<file path="config.mk">
export PLATFORM = sky130hd
export DESIGN_NAME = qk_inst_sequencer
export DESIGN_NICKNAME = d
export VERILOG_FILES = /design/src/rtl/qk_seq_pkg.sv /design/src/rtl/qk_seq_cnt.sv /design/src/rtl/qk_inst_sequencer.sv
export SDC_FILE = /design/constraint.sdc
export NUM_CORES = 1
export LEC_CHECK = 0
export ABC_AREA = 1
export CAP_MARGIN = 0
export CORE_MARGIN = 1
export CORE_UTILIZATION = 45
export DETAILED_ROUTE_END_ITERATION = 6
export PLACE_DENSITY = 0.77
export SLEW_MARGIN = 25
export SYNTH_ARGS = -nofsm -noshare
export SYNTH_HDL_FRONTEND = slang
export SYNTH_SLANG_ARGS = --single-unit
export TNS_END_PERCENT = 5
</file>
<file path="constraint.sdc">
create_clock -name clk -period 1.85 [get_ports clk]
set_input_delay 0.37 -clock clk [delete_from_list [all_inputs] [get_ports clk]]
set_output_delay 0.37 -clock clk [all_outputs]
set_load 0.02 [all_outputs]
</file>
<file path="src/rtl/qk_seq_pkg.sv">
// rtl/qk_seq_pkg.sv - shared types and inst bit positions for the Q·K instruction sequencer
package qk_seq_pkg;

  typedef enum logic [3:0] {
    S_IDLE,
    S_WR_Q,
    S_WR_K,
    S_LOAD_K,
    S_LOAD_END,
    S_SETTLE,
    S_EXEC,
    S_WAIT_OF,
    S_MOVE,
    S_DONE
  } state_e;

  localparam int INST_W        = 19;
  localparam int INST_DIV      = 18;
  localparam int INST_ACC      = 17;
  localparam int INST_OFIFO_RD = 16;
  localparam int QKADD_LSB     = 12;
  localparam int PADD_LSB      = 8;
  localparam int INST_EXECUTE  = 7;
  localparam int INST_LOAD     = 6;
  localparam int INST_QMEM_RD  = 5;
  localparam int INST_QMEM_WR  = 4;
  localparam int INST_KMEM_RD  = 3;
  localparam int INST_KMEM_WR  = 2;
  localparam int INST_PMEM_RD  = 1;
  localparam int INST_PMEM_WR  = 0;

  // Counter width large enough for the longest terminal count of any state.
  function automatic int cnt_width(input int col, input int add_w,
                                   input int settle_cycles, input int of_timeout);
    int m;
    m = col;
    if ((1 << add_w) > m) m = 1 << add_w;
    if (settle_cycles > m) m = settle_cycles;
    if (of_timeout > m) m = of_timeout;
    return $clog2(m + 1);
  endfunction

endpackage

</file>
<file path="src/rtl/qk_seq_cnt.sv">
// rtl/qk_seq_cnt.sv - loadable up-counter with terminal-count flag, reused by every sequencer state
module qk_seq_cnt #(
  parameter int W = 8
) (
  input  logic         clk,
  input  logic         reset,
  input  logic         clr,
  input  logic         inc,
  input  logic [W-1:0] term,
  output logic [W-1:0] cnt,
  output logic         tc
);

  logic [W-1:0] cnt_q;
  logic [W-1:0] cnt_d;

  // Clear has priority so a state change always starts its count from zero.
  always_comb begin
    cnt_d = cnt_q;
    if (clr) begin
      cnt_d = '0;
    end else if (inc) begin
      cnt_d = cnt_q + W'(1);
    end
  end

  // Count register.
  always_ff @(posedge clk or negedge reset) begin
    if (!reset) begin
      cnt_q <= '0;
    end else begin
      cnt_q <= cnt_d;
    end
  end

  assign cnt = cnt_q;
  assign tc  = (cnt_q == term);

endmodule

</file>
<file path="src/rtl/qk_inst_sequencer.sv">
// rtl/qk_inst_sequencer.sv - generates the fullchip inst word for one complete Q·K pass
module qk_inst_sequencer
  import qk_seq_pkg::*;
#(
  parameter int col           = 8,
  parameter int add_w         = 4,
  parameter int settle_cycles = 10,
  parameter int of_timeout    = 64
) (
  input  logic              clk,
  input  logic              reset,
  input  logic              start,
  input  logic [add_w:0]    num_q,
  input  logic              in_valid,
  output logic              in_ready,
  input  logic              ofifo_valid,
  output logic [INST_W-1:0] inst,
  output logic              busy,
  output logic              done,
  output logic              err
);

  localparam int CW = cnt_width(col, add_w, settle_cycles, of_timeout);

  localparam logic [add_w:0] NQ_MAX = (add_w + 1)'(1 << add_w);
  localparam logic [CW-1:0]  COL_M1 = CW'(col - 1);
  localparam logic [CW-1:0]  COL_T  = CW'(col);
  localparam logic [CW-1:0]  SET_M1 = CW'(settle_cycles - 1);
  localparam logic [CW-1:0]  TO_M1  = CW'(of_timeout - 1);

  state_e         state_q, state_d;
  logic [add_w:0] nq_q, nq_d;
  logic           err_q, err_d;

  logic           cnt_clr;
  logic           cnt_inc;
  logic [CW-1:0]  cnt_term;
  logic [CW-1:0]  cnt_val;
  logic           cnt_tc;

  logic [CW-1:0]  nq_m1;
  logic           nq_ok;
  logic           beat;

  assign nq_m1    = CW'(nq_q) - CW'(1);
  assign nq_ok    = (num_q != '0) && (num_q <= NQ_MAX);
  assign in_ready = (state_q == S_WR_Q) || (state_q == S_WR_K);
  assign beat     = in_valid & in_ready;
  assign busy     = (state_q != S_IDLE);
  assign done     = (state_q == S_DONE);
  assign err      = err_q;

  qk_seq_cnt #(
    .W (CW)
  ) u_cnt (
    .clk   (clk),
    .reset (reset),
    .clr   (cnt_clr),
    .inc   (cnt_inc),
    .term  (cnt_term),
    .cnt   (cnt_val),
    .tc    (cnt_tc)
  );

  // State, latched Q count and sticky timeout flag.
  always_ff @(posedge clk or negedge reset) begin
    if (!reset) begin
      state_q <= S_IDLE;
      nq_q    <= '0;
      err_q   <= 1'b0;
    end else begin
      state_q <= state_d;
      nq_q    <= nq_d;
      err_q   <= err_d;
    end
  end

  // Next-state logic; the shared counter is cleared on every state change.
  always_comb begin
    state_d  = state_q;
    nq_d     = nq_q;
    err_d    = err_q;
    cnt_clr  = 1'b0;
    cnt_inc  = 1'b0;
    cnt_term = nq_m1;
    unique case (state_q)
      S_IDLE: begin
        cnt_clr = 1'b1;
        if (start && nq_ok) begin
          nq_d    = num_q;
          err_d   = 1'b0;
          state_d = S_WR_Q;
        end
      end
      S_WR_Q: begin
        cnt_term = nq_m1;
        if (beat) begin
          if (cnt_tc) begin
            cnt_clr = 1'b1;
            state_d = S_WR_K;
          end else begin
            cnt_inc = 1'b1;
          end
        end
      end
      S_WR_K: begin
        cnt_term = COL_M1;
        if (beat) begin
          if (cnt_tc) begin
            cnt_clr = 1'b1;
            state_d = S_LOAD_K;
          end else begin
            cnt_inc = 1'b1;
          end
        end
      end
      S_LOAD_K: begin
        cnt_term = COL_T;
        if (cnt_tc) begin
          cnt_clr = 1'b1;
          state_d = S_LOAD_END;
        end else begin
          cnt_inc = 1'b1;
        end
      end
      S_LOAD_END: begin
        cnt_clr = 1'b1;
        state_d = S_SETTLE;
      end
      S_SETTLE: begin
        cnt_term = SET_M1;
        if (cnt_tc) begin
          cnt_clr = 1'b1;
          state_d = S_EXEC;
        end else begin
          cnt_inc = 1'b1;
        end
      end
      S_EXEC: begin
        cnt_term = nq_m1;
        if (cnt_tc) begin
          cnt_clr = 1'b1;
          state_d = S_WAIT_OF;
        end else begin
          cnt_inc = 1'b1;
        end
      end
      S_WAIT_OF: begin
        cnt_term = TO_M1;
        if (ofifo_valid) begin
          cnt_clr = 1'b1;
          state_d = S_MOVE;
        end else if (cnt_tc) begin
          cnt_clr = 1'b1;
          err_d   = 1'b1;
          state_d = S_IDLE;
        end else begin
          cnt_inc = 1'b1;
        end
      end
      S_MOVE: begin
        cnt_term = nq_m1;
        if (cnt_tc) begin
          cnt_clr = 1'b1;
          state_d = S_DONE;
        end else begin
          cnt_inc = 1'b1;
        end
      end
      S_DONE: begin
        cnt_clr = 1'b1;
        state_d = S_IDLE;
      end
      default: begin
        cnt_clr = 1'b1;
        state_d = S_IDLE;
      end
    endcase
  end

  // Instruction decode from registered state/count; only the write strobes follow the handshake.
  always_comb begin
    inst = '0;
    unique case (state_q)
      S_WR_Q: begin
        inst[QKADD_LSB +: add_w] = cnt_val[add_w-1:0];
        inst[INST_QMEM_WR]       = beat;
      end
      S_WR_K: begin
        inst[QKADD_LSB +: add_w] = cnt_val[add_w-1:0];
        inst[INST_KMEM_WR]       = beat;
      end
      S_LOAD_K: begin
        inst[INST_LOAD]    = 1'b1;
        inst[INST_KMEM_RD] = (cnt_val != '0);
        if (cnt_val > CW'(1)) begin
          inst[QKADD_LSB +: add_w] = cnt_val[add_w-1:0] - add_w'(1);
        end
      end
      S_LOAD_END: begin
        inst[INST_LOAD] = 1'b1;
      end
      S_EXEC: begin
        inst[INST_EXECUTE]       = 1'b1;
        inst[INST_QMEM_RD]       = 1'b1;
        inst[QKADD_LSB +: add_w] = cnt_val[add_w-1:0];
      end
      S_MOVE: begin
        inst[INST_OFIFO_RD]     = 1'b1;
        inst[INST_PMEM_WR]      = 1'b1;
        inst[PADD_LSB +: add_w] = cnt_val[add_w-1:0];
      end
      default: begin
        inst = '0;
      end
    endcase
  end

endmodule

</file>
# == Word level (Yosys, flattened, before mapping) ==
# Index checks and enable logic that the tools add are counted.
# word_totals
romBits,0
mem_bits_rw,0
out_inout_bits,23
latch_bits,0
reg_bits,17
n_memories,0
# classes
shift,0
bitwise,1
multipliers,0
addsub,3
n_eq_ne,22
magnitude_cmp,2
n_div,0
muxes,36
n_reduce_logical,16
# ops
cell,n
$mux W4,13
$pmux W4 S9,1
$pmux W7 S4,1
$ne A2 B2 Y1 const B,11
$eq A4 B3 Y1 const B,4
$mux W1,15
$mux W7,2
$reduce_and A10 Y1,1
$eq A4 B2 Y1 const B,2
$eq A4 B4 Y1 const B,2
$pmux W4 S2,1
$add A7 B1 Y7 const B,1
$eq A7 B7 Y1,1
$gt A7 B1 Y1 const B,1
$reduce_bool A7 Y1,1
$pmux W1 S3,2
$sub A5 B1 Y6 const B,1
$le A5 B5 Y1 const B,1
$reduce_bool A5 Y1,1
$eq A4 B1 Y1 const B,1
$logic_not A4 Y1,1
$reduce_and A4 Y1,1
$reduce_bool A2 Y1,2
$reduce_bool A4 Y1,1
other kinds (10),12

# == Depth between registers and ports, before layout ==
# Gate-level depths: netlist of run 1.
# depth
word_depth,8
depth_mapped,16
mapped_depth_nobuf,16

# == Cells and area by module ==
# A second synthesis of run 1 with hierarchy kept.
# unflattened
cells_unflattened,239
hier_area_um2,1532.7
# modules_own_cells
mod,area_each_um2,n_inst,cells_per_inst,seq_area_each_um2
qk_inst_sequencer,1037.2,1,159,250.2
qk_seq_cnt,495.5,1,80,175.2

# == Worst setup path after synthesis of run 1 ==
# Ideal clock, no wire load.
# synth_timing
path_type,flip-flop to output port
startpoint,reg state_q[0]
endpoint,out inst[12]
arrival_ns,1.697
path_buffers,0
t_required_ns,1.480
path_stages_with_launch,6
slack_ns,-0.217
path_cell_list,dfrtp_1 inv_2 nand2_1 nor2_1 nor2_1 o21ai_0
# synth_via
elab_chain_cells,3
# synth_rtl
item,line_no,text
start: declaration,qk_inst_sequencer.sv:31,"state_e state_q, state_d;"
start signal: assignment,qk_inst_sequencer.sv:72,state_q <= state_d;
"$eq A4 B1 Y1, or another cell as far along",qk_inst_sequencer.sv:184,unique case (state_q)
$reduce_or A3 Y1 (no line),--,
$pmux W4 S2 (*),qk_inst_sequencer.sv:184,
end: declaration,qk_inst_sequencer.sv:17,"output logic [INST_W-1:0] inst,"
# Mark *: on every way between the ends. The rest lies on a longest branch, timed or not.

# == Worst setup path in the final report of run 1 ==
# layout_timing
startpoint,reg state_q[1]
endpoint,out inst[15]
# The elaborated chain is that of the path after synthesis.

==> results.ini, run 1 <==
[detailed_routing]
drc_errors = 0
wl_per_cell_um = 13.3
drt_iter0_drc = 108
ant_nets = 0
vias_per_cell = 5.08
firstDrtPassIters = 4
num_vias = 1909
drt-total-wl_um = 5010

[clock_tree]
cts_tree = built
clock_sinks = 17
clockBufferDepth = 2
cts_made_buffers = 3
cts-hold-fix-buffers = 0
htree_levels = 1
clk_pin_slew_ns = 0.11
worstSkewPairLatency_ns = 0.30
cts_root_buf = clkbuf_4

[floorplan]
dieArea_um2 = 3750
rows = 21
chipWidth_um = 61.2
start_util_pct = 47.3
core_um2 = 3340
fp.dieH_um = 61.2
io_pins = 33

[power]
swShare_pct = 51.5
pwr-share-clk_pct = 5.3
power_frac_comb_pct = 80.1
power.leakage_nw = 1.34
total_power_w = 0.00403
vdd_drop_max_v = 0.000670
intPower_w = 0.00195
powerDensity_nw_per_um2 = 1600
sequentialPowerShare_pct = 14.5
p_sw_w = 0.00208

[global_route]
overflow = 0
grt_usage_pct = 26.8
grt_pass1_wl_um = 7340
grt_pass1_vias = 1708
grt_max_degree = 18
antenna_found_initial = 0

[critical_path]
crit_type = reg -> out
critPathLaunchType = register
cp_max_fo = 4
endpoint_kind = output port
worstPathRequired_ns = 1.48
worstPathArrival_ns = 1.64

[logic_synthesis]
synth_cell_types = 35
synth_most_common_cell = nand2_1
synth_cells = 244
synth_ff_type = dfrtp_1
ys_ff_latch = 17
synth.avg_cell_area_um2 = 6.47
synth_top_area_share_pct = 26.9
synth_area_um2 = 1580
synth-async-reset-ratio_pct = 100
synthTopCellsByArea = dfrtp_1, nand2_1, inv_1, nand3_1, nor2_1
yosys-top-cells-count = nand2_1, inv_1, nor2_1
ys_warn_count = 0
seq_area_frac_synth_pct = 26.9
synth_top_cell_by_area = dfrtp_1
synth-edff-count = 0

[outcome]
failed_checks = negative setup slack
status = complete, but fails checks

[placed_design]
place_ws_ns = -0.326
io_buffers = 29
gp_congestion = 0.949
placed_area_um2 = 2270
dp_hpwl_um = 3440

[sta]
final.period_utilization_pct = 109
finalSetupViolations = 23
slew_viol_final = 0
finalClockSkew_ns = 0.00513
setup_slack_ns = -0.160
rsz0062_at_grt = true
period_needed_ns = 2.01
fmax_mhz = 498
hold_violations = 0

[finish]
diodes = 0
drive_above_1_share_pct = 41.5
stdcell_area_um2 = 2520
nets = 346
nFillCells = 216
area.growth.synth_to_final_pct = 59.8

[job]
maxCapViolCount = 0

[min_path]
hp-class = in -> async

-- placed cells by master, fill, tap and decap left out, types with 8 or more instances in the layout --
| master | instances |
|---|---|
| dfrtp_1 | 17 |
| nand2_2 | 9 |
| buf_6 | 13 |
| nand2_1 | 53 |
| nor2_1 | 14 |
| inv_1 | 35 |
| nand4_1 | 8 |
| buf_4 | 58 |
| clkdlybuf4s50_1 | 10 |
| nand3_1 | 20 |
| nor2_4 | 11 |
-- what timing repair did --
action / in CTS / in global routing
hold endpoints to repair: 0 / 0
pin swaps: 20 / 16
cloned: 0 / 0
setup endpoints to repair: 30 / 34
buffers inserted: 9 / 1
resized for setup: 127 / 26
-- layout make-up --
class	count	area, um2	area share, %
clock buffers	4	26.3	1.04
well taps	46	57.6	2.28
repair buffers	88	732	29.0
inverters	43	163	6.45
flip-flops and latches	17	425	16.9
multi-input cells	178	1120	44.4
-- power by group through the flow --
| stage | clock network (W) | registers (W) | logic, W |
|---|---|---|---|
| after detailed placement | 0 | 0.000576 | 0.00269 |
| final | 0.000214 | 0.000586 | 0.00323 |
| after global placement | 0 | 0.000571 | 0.00263 |
| after global routing | 0.000234 | 0.000598 | 0.00350 |
| after floorplan | 0 | 0.000583 | 0.00163 |
| after CTS | 0.000212 | 0.000581 | 0.00298 |
-- logic make-up (layout without fill, tap and decap cells) --
logic type                 Yosys count  in the layout  synth area share, %
and+or+nand+nor                    137            137                 40.3
other                                1              3                0.237
AOI/OAI and AO/OA                   26             26                 11.3
xor gates and xnor gates             7              7                 3.88
adders and majority gates            5              5                 3.96
DFF                                 17             17                 26.9
buffers and inverters               51            135                 13.4
-- worst max-delay path, stage by stage, from the launching register on --
cell and delay, ns:
dfrtp_1 0.47, inv_1 0.11, nand2_4 0.10, nor2_4 0.03, nor2_2 0.14, inv_2 0.07
nor2_4 0.15, o22ai_2 0.11, buf_6 0.14
-- final timing paths --
| path | startpoint | end | slack (ns) | cells after the start |
|---|---|---|---|---|
| min in group clk | err$_DFFE_PN0P_ | err$_DFFE_PN0P_ | 0.49 | 2 |
| hold reg to reg | err$_DFFE_PN0P_ | err$_DFFE_PN0P_ | 0.49 | 2 |
| setup reg to reg | state_q[1]$_DFFE_PN0P_ | state_q[1]$_DFFE_PN0P_ | -0.13 | 16 |
| hold / removal | reset | nq_q[4]$_DFFE_PN0P_ | 0.38 | 2 |
| setup / recovery | state_q[1]$_DFFE_PN0P_ | inst[15] | -0.16 | 8 |
| max in group asynchronous | reset | nq_q[0]$_DFFE_PN0P_ | 1.27 | 2 |
-- routing by layer --
layer	GRT usage (%)	wire, um	up-vias
li1	-	-	948
met1	32.6	2130	876
met2	48.8	2540	74
met3	1.26	222	11
met4	12.0	120	0
met5	0	0	-
-- through the flow --
stage          TNS [ns]  cells  utilization (%)  hold WS (ns)
3_5_place_dp      -5.22    363             68.2         0.471
3_3_place_gp      -4.72    363             68.2         0.477
2_1_floorplan    -0.450    246                -        0.0744
6_report          -2.09    376             75.6         0.382
5_1_grt           -4.33    376             75.6         0.419
4_1_cts          -0.997    375             73.3         0.394
-- state kept, by name, indices dropped and copies added (netlist names) --
register   flops
state_q        4
u_cnt.cnt      7
err            1
nq_q           5
(Power assumes the default switching activity.)
==> inputs of run 2 (changes only) <==
- PLACE_DENSITY: 0.77 -> not set
- PLACE_DENSITY_LB_ADDON: not set -> 0.15
==> results.ini, run 2 (synthesis gave the netlist of run 1 again) <==
[outcome]
status = complete, but fails checks
failed_checks = negative setup slack

[critical_path]
r2r_setup_slack_ns = -0.16
crit-reg2reg-launch = state_q[3]$_DFFE_PN0P_
worstPathArrival_ns = 2.22
slowest_delay_ns = 0.43
cp_common_cell = nand2_2
endpoint_kind = register
worstSetupStartpoint = state_q[3]$_DFFE_PN0P_
rr_worst_depth = 13
worstPathRequired_ns = 2.06
crit_type = reg -> reg
r2r-end = state_q[2]$_DFFE_PN0P_
crit_path_end = state_q[2]$_DFFE_PN0P_
crit_chain = buf_6 -> nor2_4 -> buf_4 -> a22oi_2 -> nand2_1 -> nand3_2 -> nand3_2 -> nor2_4 -> nand2_2 -> nand2_2 -> nand2_4 -> nand2_2 -> o21ai_2
cp_max_fo = 6
cp_slowest_cell = dfrtp_1
critPathLaunchType = register

[placed_design]
dp_hpwl_um = 3440
gp_congestion = 0.894
placed_area_um2 = 2260
io_buffers = 29
place_ws_ns = -0.253

[global_route]
grt_pass1_wl_um = 7360
antenna_found_initial = 0
grt_usage_pct = 27.5
grt_pass1_vias = 1736
overflow = 0
grt_max_degree = 18

[power]
vdd_drop_max_v = 0.000806
powerDensity_nw_per_um2 = 1590
power.leakage_nw = 1.31

[sta]
hold_violations = 0
fin_setup_tns_ns = -2.06
timing.hold.ws_ns = 0.373
rsz0062_at_grt = true
slew_viol_final = 0
setup_slack_ns = -0.159
period_needed_ns = 2.01
finalSetupViolations = 23
finalClockSkew_ns = 0.00917
fmax_mhz = 498
final.period_utilization_pct = 109

[finish]
final_common_cell = buf_4
largest_reg_flops = 7
stdcell_area_um2 = 2450
nFillCells = 272
nets = 341
diodes = 0
drive_above_1_share_pct = 39.7
area.growth.synth_to_final_pct = 55.0
layout_common_cells = buf_4, nand2_1, inv_1, nand3_1

[floorplan]
core_um2 = 3340
rows = 21
start_util_pct = 47.3
dieArea_um2 = 3750
fp.dieH_um = 61.2
io_pins = 33
chipWidth_um = 61.2

[clock_tree]
cts_made_buffers = 3
htree_levels = 1
clk_pin_slew_ns = 0.11
worstSkewPairLatency_ns = 0.31
cts_tree = built
cts_root_buf = clkbuf_4
clockBufferDepth = 2
cts-hold-fix-buffers = 0
clock_sinks = 17

[detailed_routing]
wl_per_cell_um = 13.0
drt-total-wl_um = 4810
ant_nets = 0
num_vias = 1875
firstDrtPassIters = 4
drt_iter0_drc = 82
drc_errors = 0
vias_per_cell = 5.05

[min_path]
hp-class = in -> async

[job]
maxCapViolCount = 0

## run 2: routing by layer
layer  up-vias  routed length [um]  part of all wire [%]  global-route usage, %
li1        930                   -                     -                      -
met1       846                2010                    42                   31.8
met2        78                2320                    48                   47.0
met3        21                 325                   6.8                   5.25
met4         0                 154                   3.2                   16.6
met5         -                   0                     0                      0
## run 2: timing repair
| action | CTS | global route |
|---|---|---|
| setup endpoints to repair | 30 | 29 |
| pin swaps | 24 | 7 |
| buffers inserted | 4 | 2 |
| gates resized for setup | 117 | 20 |
## run 2: cell type report
cell class | count | area, um2 | area share (%)
flip-flops and latches | 17 | 427 | 17.4
inverters | 43 | 163 | 6.65
well taps | 46 | 57.6 | 2.35
clock buffers | 4 | 26.3 | 1.07
repair buffers | 83 | 697 | 28.5
multi-input cells | 178 | 1080 | 44.0
## run 2: how the worst min path moves through the flow
stage | start | to | slack, ns | cells after the start
after floorplan | reset | err$_DFFE_PN0P_ | 0.07 | 0
after global placement | err$_DFFE_PN0P_ | err$_DFFE_PN0P_ | 0.46 | 2
after detailed placement | err$_DFFE_PN0P_ | err$_DFFE_PN0P_ | 0.47 | 2
after CTS | reset | u_cnt.cnt[2]$_DFFE_PN0P_ | 0.40 | 2
after global routing | reset | nq_q[1]$_DFFE_PN0P_ | 0.41 | 2
final | reset | err$_DFFE_PN0P_ | 0.37 | 2
## run 2: where the power goes
part / switching, W / internal [W] / leakage, nW
combinational: 0.00174 / 0.00134 / 1.07
clock: 0.000135 / 0.0000843 / 0.0150
sequential: 0.000102 / 0.000483 / 0.223
total: 0.00198 / 0.00190 / 1.31
## run 2: worst max-delay path: cells and delay by family, from the launching register on
kind,cells,cell delay [ns]
buffers and inverters,2,0.27
flip-flops,1,0.43
AO/OA/AOI/OAI,2,0.36
AND/OR/NAND/NOR,9,0.84
## run 2: metrics by stage
stage          cells  power (W)  utilization, %
2_1_floorplan    246    0.00221               -
3_3_place_gp     361    0.00319            67.7
3_5_place_dp     361    0.00323            67.7
4_1_cts          369    0.00370            71.3
5_1_grt          371    0.00416            73.3
6_report         371    0.00388            73.3
==> inputs of run 3 (changes only) <==
- CAP_MARGIN: 0 -> 20
- CORE_MARGIN: 1 -> 2
==> results.ini, run 3 (synthesis gave the netlist of run 1 again) <==
[outcome]
status = complete, but fails checks
failed_checks = negative setup slack

[finish]
largest_reg_flops = 7
diodes = 0
finalNonFillerCells = 370
area.growth.synth_to_final_pct = 57.5
final_common_cell = buf_4
layout_common_cells = buf_4, nand2_1, inv_1, dfrtp_1, nand3_1
drive_above_1_share_pct = 43.2
nets = 340

[critical_path]
endpoint_kind = register
critPathLaunchType = register
cp_max_fo = 6
worstPathRequired_ns = 2.05
crit_type = reg -> reg
worstPathArrival_ns = 2.19

[floorplan]
start_util_pct = 46.9
chipWidth_um = 63.2
dieArea_um2 = 4000
fp.dieH_um = 63.2
io_pins = 33
rows = 21
core_um2 = 3360

[placed_design]
dp.cells = 362
gp_congestion = 0.890
dp_hpwl_um = 3480
io_buffers = 29

[sta]
period_needed_ns = 1.98
finalClockSkew_ns = 0.0107
finalSetupViolations = 24
rsz0062_at_grt = true
fin_setup_tns_ns = -1.86
fmax_mhz = 504
slew_viol_final = 0
setup_slack_ns = -0.134
final.period_utilization_pct = 107
hold_violations = 0

[detailed_routing]
num_vias = 1843
vias_per_cell = 4.98
drt-total-wl_um = 4730
wl_per_cell_um = 12.8
ant_nets = 0
firstDrtPassIters = 4
drc_errors = 0
drt_iter0_drc = 107

[clock_tree]
cts_tree = built
cts_root_buf = clkbuf_4
cts-hold-fix-buffers = 0
cts_made_buffers = 3
htree_levels = 1
clockBufferDepth = 2
clk_pin_slew_ns = 0.11
worstSkewPairLatency_ns = 0.30
clock_sinks = 17

[global_route]
grt_pass1_wl_um = 7570
overflow = 0
grt_usage_pct = 23.7
grt_max_degree = 18
antenna_found_initial = 0
grt_pass1_vias = 1725

[power]
vdd_drop_max_v = 0.000788
powerDensity_nw_per_um2 = 1590
power.leakage_nw = 1.32

[min_path]
hp-class = in -> async

[job]
maxCapViolCount = 0

## run 3: cell type report
type,count,area [um2]
Fill cell,284,876
Inverter,43,164
Sequential cell,17,427
Clock buffer,3,22.5
Timing Repair Buffer,82,683
Clock inverter,1,5.00
Multi-Input combinational cell,178,1130
Tap cell,46,57.6
## run 3: what timing repair did
| action | in CTS | in global routing |
|---|---|---|
| hold endpoints to repair | 0 | 0 |
| resized for setup | 74 | 81 |
| setup buffers | 1 | 4 |
| endpoints found under the setup margin | 30 | 30 |
| pin swaps | 5 | 20 |
## run 3: metal layers
metal	global-route usage [%]	share of wire, %
met3	2.50	5.3
met1	31.1	43
met2	41.2	50
met5	0	0
met4	6.52	1.5
## run 3: critical path, cell delays in order, from the launching register on
cell and delay, ns:
dfrtp_1 0.41, buf_4 0.17, nor2_4 0.12, buf_4 0.14, a22oi_2 0.07, buf_6 0.15
nand2_2 0.10, nand2_1 0.06, nand2_1 0.07, nand2_2 0.07, nor2_4 0.14, nand2_2 0.07
nand2_2 0.09, nand2_4 0.09, nand2_2 0.09, o21ai_2 0.05
## run 3: path summary, 6_finish.rpt
check / cells past startpoint / start / slack, ns / to
worst min-delay path: 2 / reset / 0.38 / nq_q[1]$_DFFE_PN0P_
worst max-delay path: 15 / state_q[2]$_DFFE_PN0P_ / -0.13 / state_q[2]$_DFFE_PN0P_
worst min register to register: 2 / err$_DFFE_PN0P_ / 0.51 / err$_DFFE_PN0P_
min in group clk: 2 / err$_DFFE_PN0P_ / 0.51 / err$_DFFE_PN0P_
max in group asynchronous: 2 / reset / 1.26 / state_q[3]$_DFFE_PN0P_
worst max register to register: 15 / state_q[2]$_DFFE_PN0P_ / -0.13 / state_q[2]$_DFFE_PN0P_
## run 3: through the flow
| stage | setup slack (ns) | cell area (um2) | utilization (%) | power (W) | hold WS, ns |
|---|---|---|---|---|---|
| after floorplan | -0.0927 | 1590 | - | 0.00221 | 0.0744 |
| after global placement | -0.235 | 2270 | 67.4 | 0.00322 | 0.472 |
| after detailed placement | -0.244 | 2270 | 67.4 | 0.00326 | 0.489 |
| after CTS | -0.243 | 2320 | 68.9 | 0.00355 | 0.386 |
| after global routing | -0.263 | 2490 | 74.0 | 0.00429 | 0.407 |
| final | -0.134 | 2490 | 74.0 | 0.00397 | 0.382 |
## run 3: where the power goes
group	total [W]	switching [W]	internal [W]
clock	0.000209	0.000129	0.0000806
sequential	0.000567	0.0000862	0.000481
combinational	0.00319	0.00180	0.00139
total	0.00397	0.00202	0.00195
